File: config.mk
export PLATFORM = sky130hd
export DESIGN_NAME = pwm_y_decoder
export DESIGN_NICKNAME = d
export VERILOG_FILES = /design/src/rtl/pwm_y_decoder.sv
export SDC_FILE = /design/constraint.sdc
export NUM_CORES = 1
export LEC_CHECK = 0
export BUFFER_PORTS_ARGS = -buffer_cell sky130_fd_sc_hd__buf_4
export CAP_MARGIN = 20
export CORE_UTILIZATION = 55
export DETAILED_ROUTE_END_ITERATION = 7
export HOLD_SLACK_MARGIN = 0.1
export PLACE_DENSITY = 0.73
export SLEW_MARGIN = 20
export SYNTH_ARGS = -nofsm -noshare
export SYNTH_HDL_FRONTEND = slang
export SYNTH_SLANG_ARGS = --single-unit
File: constraint.sdc
create_clock -name clk -period 1.9 [get_ports clk]
set_input_delay 0.475 -clock clk [delete_from_list [all_inputs] [get_ports clk]]
set_output_delay 0.475 -clock clk [all_outputs]
set_load 0.01 [all_outputs]
File: src/rtl/pwm_y_decoder.sv
// Servo-style PWM receiver: measures pulse high time in microsecond ticks and
// recovers the 10-bit steering value, with glitch/abort rejection and loss timeout.
module pwm_y_decoder #(
    parameter int unsigned TICK_DIV     = 100,
    parameter int unsigned PULSE_MIN_US = 1000,
    parameter int unsigned GLITCH_US    = 500,
    parameter int unsigned ABORT_US     = 3000,
    parameter int unsigned TIMEOUT_US   = 25000,
    parameter int unsigned Y_RESET      = 500
) (
    input  logic       clk,
    input  logic       rst,
    input  logic       pwm_in,
    output logic [9:0] y_val,
    output logic       y_valid,
    output logic       signal_lost
);

    localparam int unsigned PRE_W = (TICK_DIV > 1) ? $clog2(TICK_DIV) : 1;
    localparam int unsigned TO_W  = $clog2(TIMEOUT_US + 1);

    localparam logic [PRE_W-1:0] PRE_LAST   = PRE_W'(TICK_DIV - 1);
    localparam logic [15:0]      ABORT_W    = 16'(ABORT_US);
    localparam logic [15:0]      GLITCH_W   = 16'(GLITCH_US);
    localparam logic [16:0]      PMIN_W     = 17'(PULSE_MIN_US);
    localparam logic [TO_W-1:0]  TO_LAST    = TO_W'(TIMEOUT_US);
    localparam logic [9:0]       Y_RESET_W  = 10'(Y_RESET);

    typedef enum logic [1:0] {
        WAIT_LOW,
        WAIT_RISE,
        HIGH,
        EVAL
    } state_t;

    state_t           state_q, state_d;
    logic             sync1_q, sync1_d;
    logic             sync2_q, sync2_d;
    logic             prev_q, prev_d;
    logic [1:0]       fill_q, fill_d;
    logic [PRE_W-1:0] pre_q, pre_d;
    logic [PRE_W-1:0] us_pre_q, us_pre_d;
    logic [15:0]      width_q, width_d;
    logic [TO_W-1:0]  to_cnt_q, to_cnt_d;
    logic [9:0]       y_val_q, y_val_d;
    logic             y_valid_q, y_valid_d;
    logic             lost_q, lost_d;

    logic             rise, fall, tick, us_tick, accept;
    logic [16:0]      diff;
    logic [9:0]       y_clamped;

    always_comb begin
        rise    = sync2_q & ~prev_q;
        fall    = ~sync2_q & prev_q;
        tick    = (pre_q == PRE_LAST);
        us_tick = (us_pre_q == PRE_LAST);

        sync1_d = pwm_in;
        sync2_d = sync1_q;
        prev_d  = sync2_q;
        fill_d  = {fill_q[0], 1'b1};

        if (rise || tick) pre_d = '0;
        else              pre_d = pre_q + 1'b1;

        if (us_tick) us_pre_d = '0;
        else         us_pre_d = us_pre_q + 1'b1;

        width_d = width_q;
        if (rise)
            width_d = '0;
        else if (state_q == HIGH && tick && width_q < ABORT_W)
            width_d = width_q + 1'b1;

        // 17-bit two's-complement subtraction; bit 16 set means width < PULSE_MIN_US
        diff = {1'b0, width_q} - PMIN_W;
        if (diff[16])               y_clamped = '0;
        else if (diff[15:10] != '0) y_clamped = '1;
        else                        y_clamped = diff[9:0];

        accept = (state_q == EVAL) && (width_q >= GLITCH_W);

        state_d = state_q;
        case (state_q)
            // fill_q guards against the reset value of the synchronizer
            // being mistaken for a real low level
            WAIT_LOW:  if (fill_q[1] && !sync2_q) state_d = WAIT_RISE;
            WAIT_RISE: if (rise) state_d = HIGH;
            HIGH: begin
                if (fall)                    state_d = EVAL;
                else if (width_q >= ABORT_W) state_d = WAIT_LOW;
            end
            EVAL:      state_d = WAIT_RISE;
            default:   state_d = WAIT_LOW;
        endcase

        y_valid_d = accept;
        y_val_d   = accept ? y_clamped : y_val_q;

        to_cnt_d = to_cnt_q;
        lost_d   = lost_q;
        if (accept) begin
            to_cnt_d = '0;
            lost_d   = 1'b0;
        end else if (us_tick && to_cnt_q != TO_LAST) begin
            to_cnt_d = to_cnt_q + 1'b1;
            if (to_cnt_d == TO_LAST) lost_d = 1'b1;
        end
    end

    always_ff @(posedge clk or negedge rst) begin
        if (!rst) begin
            state_q   <= WAIT_LOW;
            sync1_q   <= 1'b0;
            sync2_q   <= 1'b0;
            prev_q    <= 1'b0;
            fill_q    <= '0;
            pre_q     <= '0;
            us_pre_q  <= '0;
            width_q   <= '0;
            to_cnt_q  <= '0;
            y_val_q   <= Y_RESET_W;
            y_valid_q <= 1'b0;
            lost_q    <= 1'b1;
        end else begin
            state_q   <= state_d;
            sync1_q   <= sync1_d;
            sync2_q   <= sync2_d;
            prev_q    <= prev_d;
            fill_q    <= fill_d;
            pre_q     <= pre_d;
            us_pre_q  <= us_pre_d;
            width_q   <= width_d;
            to_cnt_q  <= to_cnt_d;
            y_val_q   <= y_val_d;
            y_valid_q <= y_valid_d;
            lost_q    <= lost_d;
        end
    end

    assign y_val       = y_val_q;
    assign y_valid     = y_valid_q;
    assign signal_lost = lost_q;

endmodule

==> results <==
- The run finished, with violations left.
- The checks that failed: negative setup slack.
- The tightest min-delay check is of the input port to register type.
- Dividing the detail-routed via count by the number of cells gives a little under 6.
- The leftover overflow at the end of global routing is 0.
- At the later pin of the worst-skew pair, clock insertion delay measures ~340 ps.
- The number of clock buffers added by TritonCTS is 9.
- The final number of max-transition violations is 0.
- The final number of hold-violating endpoints came to 0.
- For the worst flop-to-flop path, the logic depth is 7.
- The first-pass GRT wire length is 12650 um.
- Entering global routing, the biggest net connects 28 pins.
- The final clock skew is between 8 and 9 ps.
- Of the total power, registers draw 0.487.
- Buffers placed on the I/O ports in this run total 14.
- The number of global-route vias before repair was approximately 2800.
- The proportion of power drawn by the clock network is 0.355.
- The kind of critical path is register to register.
- The most frequently used flop master after synthesis is sky130_fd_sc_hd__dfrtp_1.
- Measured along the y axis, the die boundary spans roughly 81 um.
- The core region is approximately 6000 um2.
- After layout, the worst setup slack is -84.37 ps.
- The congestion estimate from routability-driven global placement came to approximately 0.93.
- The switching component of the power is between 0.0007 and 0.0008 W.
- After clock tree synthesis, the clock-pin slew on the worst setup and hold paths is 70 ps.
- The finished cells cover roughly 4300 um2.
- No sink is reached through more buffers than the 2 on the longest clock path.
- The post-place setup slack is -92.53 ps.
- The CTS tree is built.
- In the routed design, unresolved DRC markers number 0.
- The number of enable flip-flop cells after synthesis is 0.
- The total via count after detailed routing is 2914.
- Data on the critical path arrives at its endpoint at 2250 ps.
- In this run the static leakage power is ~2 nW.
- The final period demand of the worst path is just under 2000 ps.
- The count of antenna-violating nets left after detailed routing is 0.
- The power density over cell area is between 600 and 700 nW/um2.
- The full die area is 6558 um2.
- From synthesis to final layout, the design area changed by 25.78%.
- After synthesis, the netlist uses between 40 and 50 different library cells.
- The tool flagged a number of max-cap violations equal to 0.
- The initial antenna violation count is 0.
- Synthesis produced a netlist whose cell count is 351.
- The maximum achievable frequency is 0.5039 GHz.
- 0 antenna diodes ended up in the layout.
- The highest ir drop seen on vdd is ~0.61 mV.
- The switching share of total power is 0.2505.
- In the final routed layout, each cell accounts on average for around 16 um.
- The average size of a mapped cell is approximately 9.8 um2.
- Along the worst hold path, the cell count comes to 1.
- At the worst endpoint, the required time is between 2000 and 2500 ps.
- Of the synthesized area, sequential elements account for 0.4694.
- The fraction of registers with async set/reset is 1.000.
- Setup repair after global routing could not meet its margin everywhere.
- The number of fillers in the final layout is 430.
- The number of design-rule violations left by the first detailed-router iteration is around 180.
- The net count of the finished layout is roughly 440.
- The proportion of layout cells with a drive suffix above 1 is 0.2659.
- The count of warnings emitted by yosys is 0.
- After synthesis the cells add up to 3431 um2.
- The worst setup path is captured at a register.
- Before antenna repair, the detailed router went through 4 iterations.
- The proportion of power drawn by combinational gates is 0.158.
- The footprint of the multi-input gates is around 1800 um2.
- The total power consumption of the routed design is about 0.003 W.
- The H-tree depth reported by CTS is 3.
- The initial standard-cell utilization of the core is 0.5761.
- Summing all placed instances gives a cell area of 3959 um2.
- In this run, synthesis produced a sequential element count of 64.
- The final layout contains routed wiring with a total length of a little under 8000 um.
- The number of nets handed over by synthesis was around 370.
- The floorplan step set the die width to ~81 um.
- Of all nets on the critical path, the largest fanout is 2.
- The root buffer cell is sky130_fd_sc_hd__clkbuf_8.
- The internal power of the cells totals between 0.002 and 0.0025 W.
- Tracing the worst setup path back leads to its startpoint at state_q[0].
- The tree built by TritonCTS fans out to between 60 and 70 sinks.
- The startpoint identified for the worst register-to-register timing path is state_q[0].
- The floorplan row count is 28.
- Dividing the final minimum period by the clock period gives 1.044.
- 15 I/O pins were placed.
- Across every metal layer, demand over resource in global routing totals 0.2575.
- After legalization and detailed placement, the total HPWL measured about 5300 um.
- Setup violations remaining at the end of the flow were counted as 3.
- The footprint of the flip-flops and latches is around 1600 um2.
- The hold path startpoint is pwm_in.
- STA classifies the critical path startpoint as a register.
metrics by stage:
| step | utilization | hold slack, ps | TNS, ps | instances |
|---|---|---|---|---|
| final | 0.7246 | 252.0 | -133.9 | 500 |
| after global routing | 0.7246 | 238.8 | -869.9 | 500 |
| after CTS | 0.7004 | 234.6 | -163.8 | 491 |
| after detailed placement | 0.6647 | 334.7 | -181.5 | 472 |
| after global placement | 0.6647 | 331.5 | -42.26 | 472 |
| after floorplan | - | 179.4 | -58.08 | 351 |
placed cells by master, fill, tap and decap left out, drive strengths merged, types with 14 or more instances in the layout:
cell	count
buf	69
clkbuf	16
dfrtp	57
inv	14
nand2	20
nand3	21
nand4	19
nor2	44
xnor2	15
xor2	23
flip-flops by register name, summed over array words and instances, names as in the netlist:
signal       count
y_valid          1
width_q         16
sync1_q          1
prev_d           1
pre_q            7
fill_q           2
to_cnt_q        15
prev_q           1
state_q          2
signal_lost      1
y_val           10
us_pre_q         7
layout make-up:
| class | instances | share of cell area |
|---|---|---|
| clock buffers | 16 | 0.04175 |
| multi-input cells | 261 | 0.4253 |
| flip-flops and latches | 64 | 0.3737 |
| inverters | 14 | 0.01218 |
| repair buffers | 70 | 0.1253 |
| well taps | 75 | 0.02175 |
Yosys cell counts (2+ instances only):
| master | instances | area share |
|---|---|---|
| sky130_fd_sc_hd__nor3_1 | 5 | 0.0073 |
| sky130_fd_sc_hd__o22ai_1 | 2 | 0.0036 |
| sky130_fd_sc_hd__nand4_1 | 19 | 0.035 |
| sky130_fd_sc_hd__and3_1 | 7 | 0.013 |
| sky130_fd_sc_hd__clkbuf_1 | 10 | 0.011 |
| sky130_fd_sc_hd__nor2_1 | 44 | 0.048 |
| sky130_fd_sc_hd__nor4_1 | 3 | 0.0055 |
| sky130_fd_sc_hd__nand2b_1 | 4 | 0.0073 |
| sky130_fd_sc_hd__o21ai_0 | 10 | 0.015 |
| sky130_fd_sc_hd__ha_1 | 12 | 0.044 |
| sky130_fd_sc_hd__a31oi_1 | 2 | 0.0036 |
| sky130_fd_sc_hd__a41oi_1 | 9 | 0.023 |
| sky130_fd_sc_hd__nor2b_1 | 8 | 0.015 |
| sky130_fd_sc_hd__nor4bb_1 | 2 | 0.0058 |
| sky130_fd_sc_hd__o31ai_1 | 3 | 0.0066 |
| sky130_fd_sc_hd__nand2_1 | 20 | 0.022 |
| sky130_fd_sc_hd__mux2i_1 | 2 | 0.0058 |
| sky130_fd_sc_hd__inv_1 | 13 | 0.014 |
| sky130_fd_sc_hd__and4b_1 | 2 | 0.0058 |
| sky130_fd_sc_hd__dfstp_2 | 7 | 0.054 |
| sky130_fd_sc_hd__nand3_1 | 20 | 0.029 |
| sky130_fd_sc_hd__a21o_1 | 9 | 0.020 |
| sky130_fd_sc_hd__or3_1 | 4 | 0.0073 |
| sky130_fd_sc_hd__xnor2_1 | 15 | 0.038 |
| sky130_fd_sc_hd__or4_1 | 2 | 0.0044 |
| sky130_fd_sc_hd__mux2_2 | 2 | 0.0066 |
| sky130_fd_sc_hd__buf_2 | 2 | 0.0029 |
| sky130_fd_sc_hd__and2_1 | 3 | 0.0055 |
| sky130_fd_sc_hd__xor2_1 | 23 | 0.059 |
| sky130_fd_sc_hd__a21oi_1 | 11 | 0.016 |
| sky130_fd_sc_hd__and4_1 | 4 | 0.010 |
| sky130_fd_sc_hd__dfrtp_1 | 57 | 0.42 |
worst paths after layout:
path | end | slack, ps
max in group asynchronous | y_val[2] | 740
worst max-delay path | width_q[8] | -80
min in group asynchronous | us_pre_q[4] | 590
worst max register to register | width_q[8] | -80
worst min register to register | fill_q[1] | 350
worst min-delay path | sync1_q | 250
power groups by stage:
stage	Combinational, W	Sequential, W	Clock (W)
6_report	0.000474	0.00146	0.00107
5_1_grt	0.000531	0.00147	0.00116
4_1_cts	0.000463	0.00146	0.00110
3_5_place_dp	0.000445	0.00148	0
3_3_place_gp	0.000422	0.00147	0
2_1_floorplan	0.000223	0.00148	0
critical path, cell delays in order, from the launching register on:
cell	delay (ps)
sky130_fd_sc_hd__dfrtp_1	400
sky130_fd_sc_hd__inv_2	90
sky130_fd_sc_hd__ha_4	130
sky130_fd_sc_hd__a21boi_4	200
sky130_fd_sc_hd__o311ai_4	130
sky130_fd_sc_hd__or4_4	510
sky130_fd_sc_hd__or3_1	320
sky130_fd_sc_hd__a21oi_1	120
cells by family (layout without fill, tap and decap cells):
family,count (synthesis),in the layout,synth area share
adder cells (fa/ha/maj),12,12,0.04376
other,1,1,0.001093
AND/OR/NAND/NOR,152,152,0.2392
buffers and inverters,26,100,0.02918
multiplexers,4,4,0.01240
AO/OA/AOI/OAI,54,54,0.1080
XOR/XNOR,38,38,0.09701
flip-flops,64,64,0.4694
metal layers:
metal,wire [um],global-route usage,vias to the layer above,part of all wire
met2,3669,0.3857,114,0.47
met1,3461,0.3550,1394,0.45
met4,158,0.1107,0,0.020
met5,0,0,-,0
li1,-,-,1388,-
met3,468,0.06292,18,0.060
what timing repair did:
action                                 in CTS  in global routing
pin swaps                                   2                  4
setup endpoints to repair                   3                 28
resized for setup                           3                 14
endpoints found under the hold margin      23                  0
setup buffers                               2                  9
hold buffers                                1                  0
No activity file was read; power rests on OpenSTA's default activity.
